$ cat src/rtl/riscv_pkg.sv
// riscv_pkg: shared RISC-V constants plus load-path types and request-decode helpers.
`default_nettype none

package riscv_pkg;

   localparam logic [2:0] FUNCT3_LB  = 3'b000;
   localparam logic [2:0] FUNCT3_LH  = 3'b001;
   localparam logic [2:0] FUNCT3_LW  = 3'b010;
   localparam logic [2:0] FUNCT3_LBU = 3'b100;
   localparam logic [2:0] FUNCT3_LHU = 3'b101;

   typedef enum logic [1:0] {
      IDLE = 2'd0,
      REQ  = 2'd1,
      WAIT = 2'd2,
      RESP = 2'd3
   } load_state_e;

   // True for illegal load encodings and for accesses not aligned to their size.
   function automatic logic ld_fault(input logic [1:0] off, input logic [2:0] f3);
      logic flt;
      flt = 1'b1;
      case (f3)
         FUNCT3_LB, FUNCT3_LBU: flt = 1'b0;
         FUNCT3_LH, FUNCT3_LHU: flt = off[0];
         FUNCT3_LW:             flt = (off != 2'b00);
         default:               flt = 1'b1;
      endcase
      return flt;
   endfunction

   function automatic logic [3:0] ld_be(input logic [1:0] off, input logic [2:0] f3);
      logic [3:0] be;
      be = 4'b0000;
      case (f3)
         FUNCT3_LB, FUNCT3_LBU: be = 4'b0001 << off;
         FUNCT3_LH, FUNCT3_LHU: be = off[1] ? 4'b1100 : 4'b0011;
         FUNCT3_LW:             be = 4'b1111;
         default:               be = 4'b0000;
      endcase
      return be;
   endfunction

endpackage

`default_nettype wire

$ cat src/rtl/load_formatter.sv
// load_formatter: combinational byte/halfword extraction and sign/zero extension of a read word.
`default_nettype none

module load_formatter
   import riscv_pkg::*;
(
   input  logic [31:0] rdata_i,
   input  logic [1:0]  off_i,
   input  logic [2:0]  funct3_i,
   output logic [31:0] data_o
);

   logic [7:0]  w_byte;
   logic [15:0] w_half;

   always_comb begin
      w_byte = 8'h00;
      case (off_i)
         2'd0: w_byte = rdata_i[7:0];
         2'd1: w_byte = rdata_i[15:8];
         2'd2: w_byte = rdata_i[23:16];
         2'd3: w_byte = rdata_i[31:24];
         default: w_byte = 8'h00;
      endcase
      w_half = off_i[1] ? rdata_i[31:16] : rdata_i[15:0];

      data_o = 32'h0000_0000;
      case (funct3_i)
         FUNCT3_LB:  data_o = {{24{w_byte[7]}}, w_byte};
         FUNCT3_LBU: data_o = {24'h000000, w_byte};
         FUNCT3_LH:  data_o = {{16{w_half[15]}}, w_half};
         FUNCT3_LHU: data_o = {16'h0000, w_half};
         FUNCT3_LW:  data_o = rdata_i;
         default:    data_o = 32'h0000_0000;
      endcase
   end

endmodule

`default_nettype wire

$ cat src/rtl/load_unit.sv
// load_unit: data-memory load path; issues one word read over req/gnt/rvalid and
// returns an aligned, extended result or a fault (misaligned, illegal funct3, timeout).
`default_nettype none

module load_unit
   import riscv_pkg::*;
#(
   parameter int TIMEOUT_CYCLES = 255,
   parameter int CNT_W          = 8
) (
   input  logic        clk,
   input  logic        rst_n,
   input  logic        ld_valid,
   output logic        ld_ready,
   input  logic [31:0] ld_addr,
   input  logic [2:0]  ld_funct3,
   output logic        dmem_req,
   input  logic        dmem_gnt,
   output logic [31:0] dmem_addr,
   output logic [3:0]  dmem_be,
   input  logic        dmem_rvalid,
   input  logic [31:0] dmem_rdata,
   output logic        res_valid,
   output logic [31:0] res_data,
   output logic        res_fault,
   output logic        busy
);

   localparam logic [CNT_W-1:0] C_CNT_LAST = CNT_W'(TIMEOUT_CYCLES - 1);

   load_state_e       state_q, state_d;
   logic [31:0]       addr_q, addr_d;
   logic [2:0]        funct3_q, funct3_d;
   logic [3:0]        be_q, be_d;
   logic [CNT_W-1:0]  cnt_q, cnt_d;
   logic [31:0]       res_data_q, res_data_d;
   logic              res_fault_q, res_fault_d;
   logic [31:0]       w_fmt_data;

   load_formatter u_fmt (
      .rdata_i  (dmem_rdata),
      .off_i    (addr_q[1:0]),
      .funct3_i (funct3_q),
      .data_o   (w_fmt_data)
   );

   always_ff @(posedge clk or negedge rst_n) begin
      if (!rst_n) begin
         state_q     <= IDLE;
         addr_q      <= 32'h0000_0000;
         funct3_q    <= 3'b000;
         be_q        <= 4'b0000;
         cnt_q       <= '0;
         res_data_q  <= 32'h0000_0000;
         res_fault_q <= 1'b0;
      end else begin
         state_q     <= state_d;
         addr_q      <= addr_d;
         funct3_q    <= funct3_d;
         be_q        <= be_d;
         cnt_q       <= cnt_d;
         res_data_q  <= res_data_d;
         res_fault_q <= res_fault_d;
      end
   end

   // Result registers only change on the transition into RESP, so they hold between results.
   always_comb begin
      state_d     = state_q;
      addr_d      = addr_q;
      funct3_d    = funct3_q;
      be_d        = be_q;
      cnt_d       = cnt_q;
      res_data_d  = res_data_q;
      res_fault_d = res_fault_q;

      case (state_q)
         IDLE: begin
            if (ld_valid) begin
               addr_d   = ld_addr;
               funct3_d = ld_funct3;
               if (ld_fault(ld_addr[1:0], ld_funct3)) begin
                  be_d        = 4'b0000;
                  res_data_d  = 32'h0000_0000;
                  res_fault_d = 1'b1;
                  state_d     = RESP;
               end else begin
                  be_d    = ld_be(ld_addr[1:0], ld_funct3);
                  state_d = REQ;
               end
            end
         end
         REQ: begin
            if (dmem_gnt) begin
               if (dmem_rvalid) begin
                  res_data_d  = w_fmt_data;
                  res_fault_d = 1'b0;
                  state_d     = RESP;
               end else begin
                  cnt_d   = '0;
                  state_d = WAIT;
               end
            end
         end
         WAIT: begin
            if (dmem_rvalid) begin
               res_data_d  = w_fmt_data;
               res_fault_d = 1'b0;
               state_d     = RESP;
            end else if (cnt_q == C_CNT_LAST) begin
               res_data_d  = 32'h0000_0000;
               res_fault_d = 1'b1;
               state_d     = RESP;
            end else begin
               cnt_d = cnt_q + CNT_W'(1);
            end
         end
         RESP: begin
            state_d = IDLE;
         end
         default: begin
            state_d = IDLE;
         end
      endcase
   end

   assign ld_ready  = (state_q == IDLE);
   assign busy      = (state_q != IDLE);
   assign dmem_req  = (state_q == REQ);
   assign dmem_addr = {addr_q[31:2], 2'b00};
   assign dmem_be   = be_q;
   assign res_valid = (state_q == RESP);
   assign res_data  = res_data_q;
   assign res_fault = res_fault_q;

endmodule

`default_nettype wire
$ cat config.mk
export PLATFORM = sky130hd
export DESIGN_NAME = load_unit
export DESIGN_NICKNAME = d
export VERILOG_FILES = /design/src/rtl/riscv_pkg.sv /design/src/rtl/load_formatter.sv /design/src/rtl/load_unit.sv
export SDC_FILE = /design/constraint.sdc
export NUM_CORES = 1
export LEC_CHECK = 0
export CAP_MARGIN = 20
export CORE_ASPECT_RATIO = 0.8
export CORE_UTILIZATION = 42
export DETAILED_ROUTE_END_ITERATION = 6
export GPL_TIMING_DRIVEN = 0
export MAX_ROUTING_LAYER = met4
export PLACE_DENSITY = 0.78
export SLEW_MARGIN = 40
export SYNTH_ARGS = -nofsm -noshare
export SYNTH_HDL_FRONTEND = slang
export SYNTH_SLANG_ARGS = --single-unit
$ cat constraint.sdc
create_clock -name clk -period 2.1 [get_ports clk]
set_clock_uncertainty 0.2 [all_clocks]
set_input_delay 0.42 -clock clk [delete_from_list [all_inputs] [get_ports clk]]
set_output_delay 0.42 -clock clk [all_outputs]
set_load 0.03 [all_outputs]
# ---- After elaboration in Yosys (flattened, before gate mapping)
# Cells that the tools add are included.
dict set report totals {
  ff_bits 82
  output_inout_bits 73
  wordCells 81
}
dict set report classes {
  n_addsub 1
  n_eq_ne 23
  shifts 1
  mux 35
  n_reduce_logical 14
}
# operator count
set op_table {}
lappend op_table {{two-way mux 32 bit} 6}
lappend op_table {{case mux 32 bit (5 select lines)} 1}
lappend op_table {{case mux 32 bit (3 select lines)} 1}
lappend op_table {{two-way mux 8 bit} 4}
lappend op_table {{case mux 8 bit (4 select lines)} 1}
lappend op_table {{two-way mux 16 bit} 1}
lappend op_table {{case mux 8 bit (2 select lines)} 1}
lappend op_table {{equality test 3 bit, second input constant} 4}
lappend op_table {{case mux 4 bit (3 select lines)} 1}
lappend op_table {{two-way mux 2 bit} 5}
lappend op_table {{two-way mux 1 bit} 9}
lappend op_table {{adder 8 x 1 -> 8 bit, second input constant} 1}
lappend op_table {{equality test 2 bit, second input constant} 4}
lappend op_table {{equality test 8 bit, second input constant} 1}
lappend op_table {{two-way mux 4 bit} 2}
lappend op_table {{inequality test 2 bit, second input constant} 4}
lappend op_table {{case mux 2 bit (4 select lines)} 1}
lappend op_table {{equality test 3 x 1 -> 1 bit, second input constant} 2}
lappend op_table {{equality test 3 x 2 -> 1 bit, second input constant} 2}
lappend op_table {{zero test 3 bit} 2}
lappend op_table {{inequality test 2 x 1 -> 1 bit, second input constant} 3}
lappend op_table {{case mux 1 bit (3 select lines)} 2}
lappend op_table {{AND reduction 6 bit} 1}
lappend op_table {{nonzero test 2 bit} 3}
lappend op_table {{9 further kinds} 12}

# ---- Depth between registers and ports, before layout
# Gate-level depths: netlist of the first run.
dict set report depth {
  ltp_word 8
  depth_mapped 8
}

# ---- Hierarchy
# A second synthesis of the first run with hierarchy kept.
dict set report unflattened {
  cells_unflattened 476
  hier_area_um2 4987.3
}
# module instances cells_each area_per_inst_um2
set modules_own_cells {}
lappend modules_own_cells {load_unit 1 348 3921.3}
lappend modules_own_cells {load_formatter 1 128 1066.0}

# ---- Worst setup path after synthesis of the first run
# OpenSTA, ideal clock, no wires.
dict set report synth_timing {
  kind {register -> register}
  startpoint {reg state_q[0]}
  endpoint {reg res_data_q[15] (netlist: res_data[15])}
  t_arrival_ns 2.055
  t_required_ns 1.779
  setup_slack_ns -0.276
  path_stages_with_launch 9
  synth_period_minus_slack_ns 2.376
  cell_sequence {dfrtp_1 inv_1 ha_1 clkbuf_1 nor3_1 nor4_4 nand3_2 buf_4 a22o_1}
}
dict set report synth_between {
  elab_chain_len 3
  word_cells_on_any_way 11
  classes_between {7 x eq/ne; 1 x mux; 3 x reduce/logical}
}
# item line
set synth_lines {}
lappend synth_lines {{start, declared} load_unit.sv:31} ;# load_state_e state_q, state_d;
lappend synth_lines {{start signal, assigned} load_unit.sv:57} ;# state_q <= state_d;
lappend synth_lines {{zero test 2 bit *} n/a}
lappend synth_lines {{named net ld_ready} load_unit.sv:14} ;# output logic ld_ready,
lappend synth_lines {{inequality test 2 x 1 -> 1 bit (no line), or another cell as far along} n/a}
lappend synth_lines {{AND reduction 6 bit (no line)} n/a}
lappend synth_lines {{end signal, assigned} load_unit.sv:62} ;# res_data_q <= res_data_d;
lappend synth_lines {{end, declared} load_unit.sv:36} ;# logic [31:0] res_data_q, res_data_d;
# Mark *: on every way through the listed nets, which the timed path passes. The rest lies on a longest branch.
# A chain may end at the register's enable or synchronous reset.

# ---- Final worst setup path of the first run
dict set report layout_timing {
  startpoint {reg state_q[0]}
  endpoint {reg cnt_q[5]}
}
dict set report layout_between {
  elab_chain_len 3
  word_cells_on_any_way 9
  classes_between {6 x eq/ne; 1 x mux; 2 x reduce/logical}
}
# item line
set layout_lines {}
lappend layout_lines {{equality test 2 bit / equality test 2 x 1 -> 1 bit (equally long branches)} load_unit.sv:77} ;# case (state_q)
lappend layout_lines {{inequality test 2 bit (no line), or another cell as far along} n/a}
lappend layout_lines {{AND reduction 5 bit (no line)} n/a}
lappend layout_lines {{end signal, assigned} load_unit.sv:61} ;# cnt_q <= cnt_d;
lappend layout_lines {{end, declared} load_unit.sv:35} ;# logic [CNT_W-1:0] cnt_q, cnt_d;
# Parallel ways exist; a longest one is shown, timed or not.

==> impl_metrics.tcl, run 1 <==
set metrics [dict create \
    clkPwrFrac 0.144 \
    htree_levels 3 \
    vdd.ir_drop.worst_uv 858 \
    finalNetCount 634 \
    drtPass1Iterations 5 \
    start_util 0.443 \
    worstPathMaxFanout 6 \
    stdcell_count 697 \
    cts_made_buffers 9 \
    syn-instance-count 375 \
    rrSetupSlack_ns -0.13 \
    coreArea_um2 9890 \
    drive_above_1_share 0.348 \
    period_needed_ns 2.23 \
    avgSynthCellArea_um2 11.7 \
    syn_area_um2 4380 \
    p_comb_frac 0.622 \
    grt_max_degree 53 \
    tns_ns -2.80 \
    pwr-share-seq 0.234 \
    path_cells "buf_6, ha_4, buf_4, a21oi_4, buf_6, o211ai_4, buf_4, o31ai_1, a21boi_1" \
    path_class "flop to flop" \
    synthFlopType "dfrtp_1" \
    status "finished with violations" \
    grt_pass1_vias 3881 \
    maxCapViolCount 0 \
    yosysWarnings 0 \
    cts_num_sinks 82 \
    slew_headroom 0.515 \
    fill_cells 714 \
    syn_to_final_growth_pct 59.4 \
    die_w_um 116 \
    numPortBuffers 141 \
    p_int_mw 6.49 \
    ios 145 \
    seq_area_frac_synth 0.468 \
    fin_ws_ns -0.126 \
    regArea_um2 2050 \
    slowest_stage "dfrtp_2" \
    tightest_slew_ns 0.722 \
    async_flop_share 1.00 \
    hold_class "flop to flop" \
    detail-route-antenna-nets 0 \
    die_h_um 93.4 \
    end_kind "flop" \
    path_clk_slew_ns 0.06 \
    wl_per_cell_um 18.7 \
    rsz0062_at_grt "true" \
    wirelength_um 13000 \
    n_antenna_cell 0 \
    fin_crit_sh 1.06 \
    cts_tree "yes" \
    critPathTopFamily "compound AO/OA/AOI/OAI gates" \
    groute.usage.overall 0.249 \
    grt_pass1_wl_um 19700 \
    cts_root_buf "clkbuf_16" \
    synth_cell_types 60 \
    violations "setup timing" \
    arrival_ns 2.24 \
    hold_viol 0 \
    critPathMaxStageDelay_ns 0.44 \
    final_max_slew_viol_count 0 \
    switching_share 0.425 \
    die_area_um2 10800 \
    antenna_found_initial 0 \
    synth_seq_cells 82 \
    leakage_nw 3.14 \
    multi_input_area_um2 2270 \
    crit_buf_inv 4 \
    std_cell_rows 32 \
    place_inst 654 \
    powerDensity_nw_per_um2 1620 \
    gr-total-overflow 0 \
    gp_congestion 0.838 \
    viasPerCell 5.47 \
    cp.required_ns 2.12 \
    total_power_mw 11.3 \
    setup.worst_path.start_class "flop" \
    synth_edf_count 0 \
    finalSetupViolations 39 \
    drc 0 \
    power_switching_mw 4.79 \
    drt-initial-drc-count 230 \
    dp_hpwl_um 8720 \
    cts_buffer_depth 2 \
    via_count 3810 \
    max_clock_freq_ghz 0.449 \
    clk_latency_ns 0.34 \
    preCtsSetupSlack_ns -0.578 \
]
final cells by class:
type                            count  area share
Clock buffer                        9      0.0323
Timing Repair Buffer              169       0.247
Clock inverter                      7      0.0109
Buffer                             53      0.0581
Multi-Input combinational cell    225       0.325
Sequential cell                    82       0.294
Tap cell                          136      0.0244
Inverter                           16     0.00860
power by group through the flow:
stage                     clock [mW]  sequential (mW)  combinational [mW]
after global routing            1.72             2.72                7.42
after floorplan                    0             3.00                3.57
final                           1.62             2.65                7.01
after CTS                       1.66             2.61                6.50
after global placement             0             2.59                5.79
after detailed placement           0             2.62                5.91
per-stage QoR:
stage / util / instance area, um^2 / hold slack, ns
2_1_floorplan: - / 4420 / -0.0756
3_3_place_gp: 0.607 / 6000 / 0.264
3_5_place_dp: 0.609 / 6030 / 0.126
4_1_cts: 0.674 / 6670 / 0.289
5_1_grt: 0.706 / 6980 / 0.314
6_report: 0.706 / 6980 / 0.280
flip-flops by register name, summed over array words and instances (netlist names):
register,cells
funct3_q,3
res_fault,1
state_q,2
addr_q,32
res_data,32
dmem_be,4
cnt_q,8
worst paths after layout:
path                                         from                      to  cells past startpoint
max                        state_q[0]$_DFFE_PN0P_    cnt_q[5]$_DFFE_PN0P_                      9
min                        dmem_be[0]$_DFFE_PN0P_  dmem_be[0]$_DFFE_PN0P_                      2
max reg2reg                state_q[0]$_DFFE_PN0P_    cnt_q[5]$_DFFE_PN0P_                      9
min reg2reg                dmem_be[0]$_DFFE_PN0P_  dmem_be[0]$_DFFE_PN0P_                      2
max in group asynchronous                   rst_n  addr_q[11]$_DFFE_PN0P_                      3
min in group asynchronous                   rst_n  dmem_be[2]$_DFFE_PN0P_                      2
worst min-delay path: cells and delay by family, from the launching register on:
family | cells | cell delay, ns
flops | 1 | 0.34
simple gates | 1 | 0.05
compound gates | 1 | 0.05
per-layer routing:
metal | track usage | vias to the layer above | wire, um
li1 | - | 1733 | -
met2 | 0.377 | 164 | 6390
met1 | 0.319 | 1887 | 5450
met4 | 0.0791 | 0 | 226
met3 | 0.0745 | 26 | 948
met5 | - | - | 0
logic make-up (layout without fill, tap and decap cells):
kind of cell | after synthesis | in the layout | share of synthesized area
AOI/OAI and AO/OA | 97 | 97 | 0.176
xor gates and xnor gates | 1 | 1 | 0.00200
adders and majority gates | 6 | 6 | 0.0171
buffers and inverters | 69 | 254 | 0.0931
DFF | 82 | 82 | 0.468
muxes | 61 | 61 | 0.156
other | 1 | 2 | 0.000856
and+or+nand+nor | 58 | 58 | 0.0862
synthesized netlist by cell type (2+ instances only):
cell	instances	area (um^2)
a21boi_1	6	45.0
a21oi_1	18	90.1
a221o_1	8	80.1
a22o_1	10	87.6
and3_1	2	12.5
and4_1	2	17.5
buf_2	11	55.1
buf_4	34	255
clkbuf_1	6	22.5
dfrtp_1	82	2050
ha_1	6	75.1
inv_1	16	60.1
mux2_2	48	541
mux2i_1	11	110
nand2_1	9	33.8
nand2b_1	2	12.5
nand3_1	5	25.0
nand4_1	2	12.5
nor2_1	6	22.5
nor2b_1	8	50.1
nor3_1	4	20.0
o211ai_1	2	15.0
o21ai_0	3	15.0
o21ai_1	2	10.0
o221ai_1	6	52.6
o2bb2ai_1	16	140
o31ai_1	9	67.6
o41ai_1	3	26.3
or3_1	3	18.8
or4_1	5	37.5
timing repair:
action                                 CTS  global route
setup endpoints to repair               64            95
hold buffers                             1             0
gates cloned                             2             0
buffers inserted                        14            10
pin swaps                               22             4
resized for setup                       61            68
endpoints found under the hold margin   30             0
placed cells by master (no fill, tap or decap), types with 3 or more instances in the layout:
cell type          n
inv_2              3
mux2_2            48
mux2i_1           11
a21oi_1           18
dlymetal6s2s_1    23
a22o_1            10
nor2b_1            4
buf_6             13
buf_4             51
clkbuf_16          9
clkdlybuf4s50_1  104
o21ai_0            3
nor2_1             6
nor3_1             3
inv_1             13
buf_2              7
ha_1               3
a221o_1            8
o2bb2ai_2          9
o2bb2ai_4          6
clkbuf_4           3
dfrtp_1           80
o31ai_1            6
o41ai_1            3
o221ai_1           6
nand2_1            8
ha_4               3
dlygate4sd2_1     11
a21boi_1           4
nand3_1            5
or4_4              3
Power figures use the tool's default switching activity.
==> inputs of run 2 (changes only) <==
SKIP_LAST_GASP = 1   (was default)
==> impl_metrics.tcl, run 2 (same netlist as run 1, synthesis figures left out) <==
set metrics [dict create \
    cts_made_buffers 9 \
    finalSetupViolations 37 \
    start_util 0.443 \
    std_cell_rows 32 \
    clk_latency_ns 0.34 \
    final_common_cell "clkdlybuf4s50_1" \
    cts_tree "yes" \
    rrSetupSlack_ns -0.15 \
    arrival_ns 2.31 \
    antenna_found_initial 0 \
    detail-route-antenna-nets 0 \
    end_kind "flop" \
    critPathMaxStageDelay_ns 0.50 \
    fill_cells 728 \
    cp.depth 8 \
    crit_buf_inv 3 \
    worstPathMaxFanout 6 \
    total_power_mw 11.2 \
    coreArea_um2 9890 \
    r2r-end "cnt_q[5]$_DFFE_PN0P_" \
    ios 145 \
    grt_pass1_wl_um 19400 \
    cts_buffer_depth 2 \
    wirelength_um 12900 \
    via_count 3775 \
    path_class "flop to flop" \
    drive_above_1_share 0.348 \
    drt-initial-drc-count 200 \
    slowest_stage "or4_1" \
    wl_per_cell_um 18.6 \
    cp.required_ns 2.16 \
    tightest_slew_ns 0.557 \
    r2r-start "state_q[0]$_DFFE_PN0P_" \
    htree_levels 3 \
    path_clk_slew_ns 0.06 \
    die_w_um 116 \
    numPortBuffers 141 \
    dp_hpwl_um 8720 \
    startpoint "state_q[0]$_DFFE_PN0P_" \
    leakage_nw 3.09 \
    violations "setup timing" \
    setup.worst_path.start_class "flop" \
    fin_ws_ns -0.151 \
    hold_class "flop to flop" \
    powerDensity_nw_per_um2 1610 \
    critPathTopFamily "simple AND/OR/NAND/NOR gates" \
    grt_pass1_vias 3856 \
    vdd.ir_drop.worst_uv 858 \
    gr-total-overflow 0 \
    grt_max_degree 53 \
    hold_viol 0 \
    viasPerCell 5.44 \
    gp_congestion 0.838 \
    drc 0 \
    maxCapViolCount 0 \
    status "finished with violations" \
    max_clock_freq_ghz 0.444 \
    cp-endpoint "cnt_q[5]$_DFFE_PN0P_" \
    final_max_slew_viol_count 0 \
    rsz0062_at_grt "true" \
    final_cell_mix "clkdlybuf4s50_1 (105), dfrtp_1 (80), buf_4 (49)" \
    cts_root_buf "clkbuf_16" \
    die_area_um2 10800 \
    cts_num_sinks 82 \
    path_cells "buf_6, ha_4, buf_4, a21oi_4, buf_6, o211ai_4, or4_1, a21boi_1" \
    ff2ff_path_depth 8 \
    drtPass1Iterations 4 \
    syn_to_final_growth_pct 58.4 \
    slew_headroom 0.629 \
    preCtsSetupSlack_ns -0.578 \
    groute.usage.overall 0.245 \
    n_antenna_cell 0 \
    die_h_um 93.4 \
    fin_crit_sh 1.07 \
    period_needed_ns 2.25 \
    finalNetCount 631 \
    crit_path_frequent_cell "buf_6" \
]
==> run 2: area by class of cell <==
cell class / instances / area [um^2] / share of cell area
buffer: 52 / 388 / 0.0559
sequential: 82 / 2050 / 0.296
clock inverter: 7 / 76.3 / 0.0110
timing repair buffer: 167 / 1710 / 0.246
inverter: 16 / 60.1 / 0.00865
tap: 136 / 170 / 0.0245
clock buffer: 9 / 225 / 0.0325
multi-input combinational: 225 / 2260 / 0.325
==> run 2: report_power, final <==
part	switching (mW)	total, mW	internal, mW
clock	0.682	1.62	0.934
combinational	3.63	6.91	3.28
sequential	0.431	2.63	2.20
==> run 2: how the worst min path moves through the flow <==
stage                           startpoint                     end  cells after the start
floorplan                            rst_n   addr_q[0]$_DFFE_PN0P_                      0
global placement    dmem_be[0]$_DFFE_PN0P_  dmem_be[0]$_DFFE_PN0P_                      2
detailed placement                   rst_n    cnt_q[1]$_DFFE_PN0P_                      1
CTS                 dmem_be[3]$_DFFE_PN0P_  dmem_be[3]$_DFFE_PN0P_                      2
global route        dmem_be[1]$_DFFE_PN0P_  dmem_be[1]$_DFFE_PN0P_                      2
finish              dmem_be[0]$_DFFE_PN0P_  dmem_be[0]$_DFFE_PN0P_                      2
==> run 2: through the flow <==
stage | cell area, um^2 | setup TNS [ns] | std cells | hold WS [ns] | utilization
6_report | 6940 | -2.59 | 694 | 0.280 | 0.702
5_1_grt | 6940 | -7.47 | 694 | 0.314 | 0.702
4_1_cts | 6630 | -3.26 | 687 | 0.289 | 0.671
3_5_place_dp | 6030 | -23.09 | 654 | 0.126 | 0.609
3_3_place_gp | 6000 | -232.34 | 653 | 0.264 | 0.607
2_1_floorplan | 4420 | 0 | 376 | -0.0756 | -
==> run 2: layer usage <==
layer  wire (um)  global-route usage  vias up
li1            -                   -     1730
met1        5440               0.314     1856
met2        6270               0.369      170
met3        1020              0.0745       19
met4         193              0.0823        0
met5           0                   -        -
==> run 2: what timing repair did <==
action	4_1_cts	5_1_grt
hold endpoints to repair	30	0
endpoints found under the setup margin	64	96
buffers inserted	14	8
hold buffers	1	0
cloned	2	0
pin swaps	19	10
gates resized for setup	50	75
==> run 2: worst reg2reg max path, delay by kind of cell (launching register included) <==
kind            cells  cell delay (ns)
flops               1             0.44
simple gates        1             0.50
compound gates      3             0.45
buf+inv             3             0.41
fa+ha+maj           1             0.17
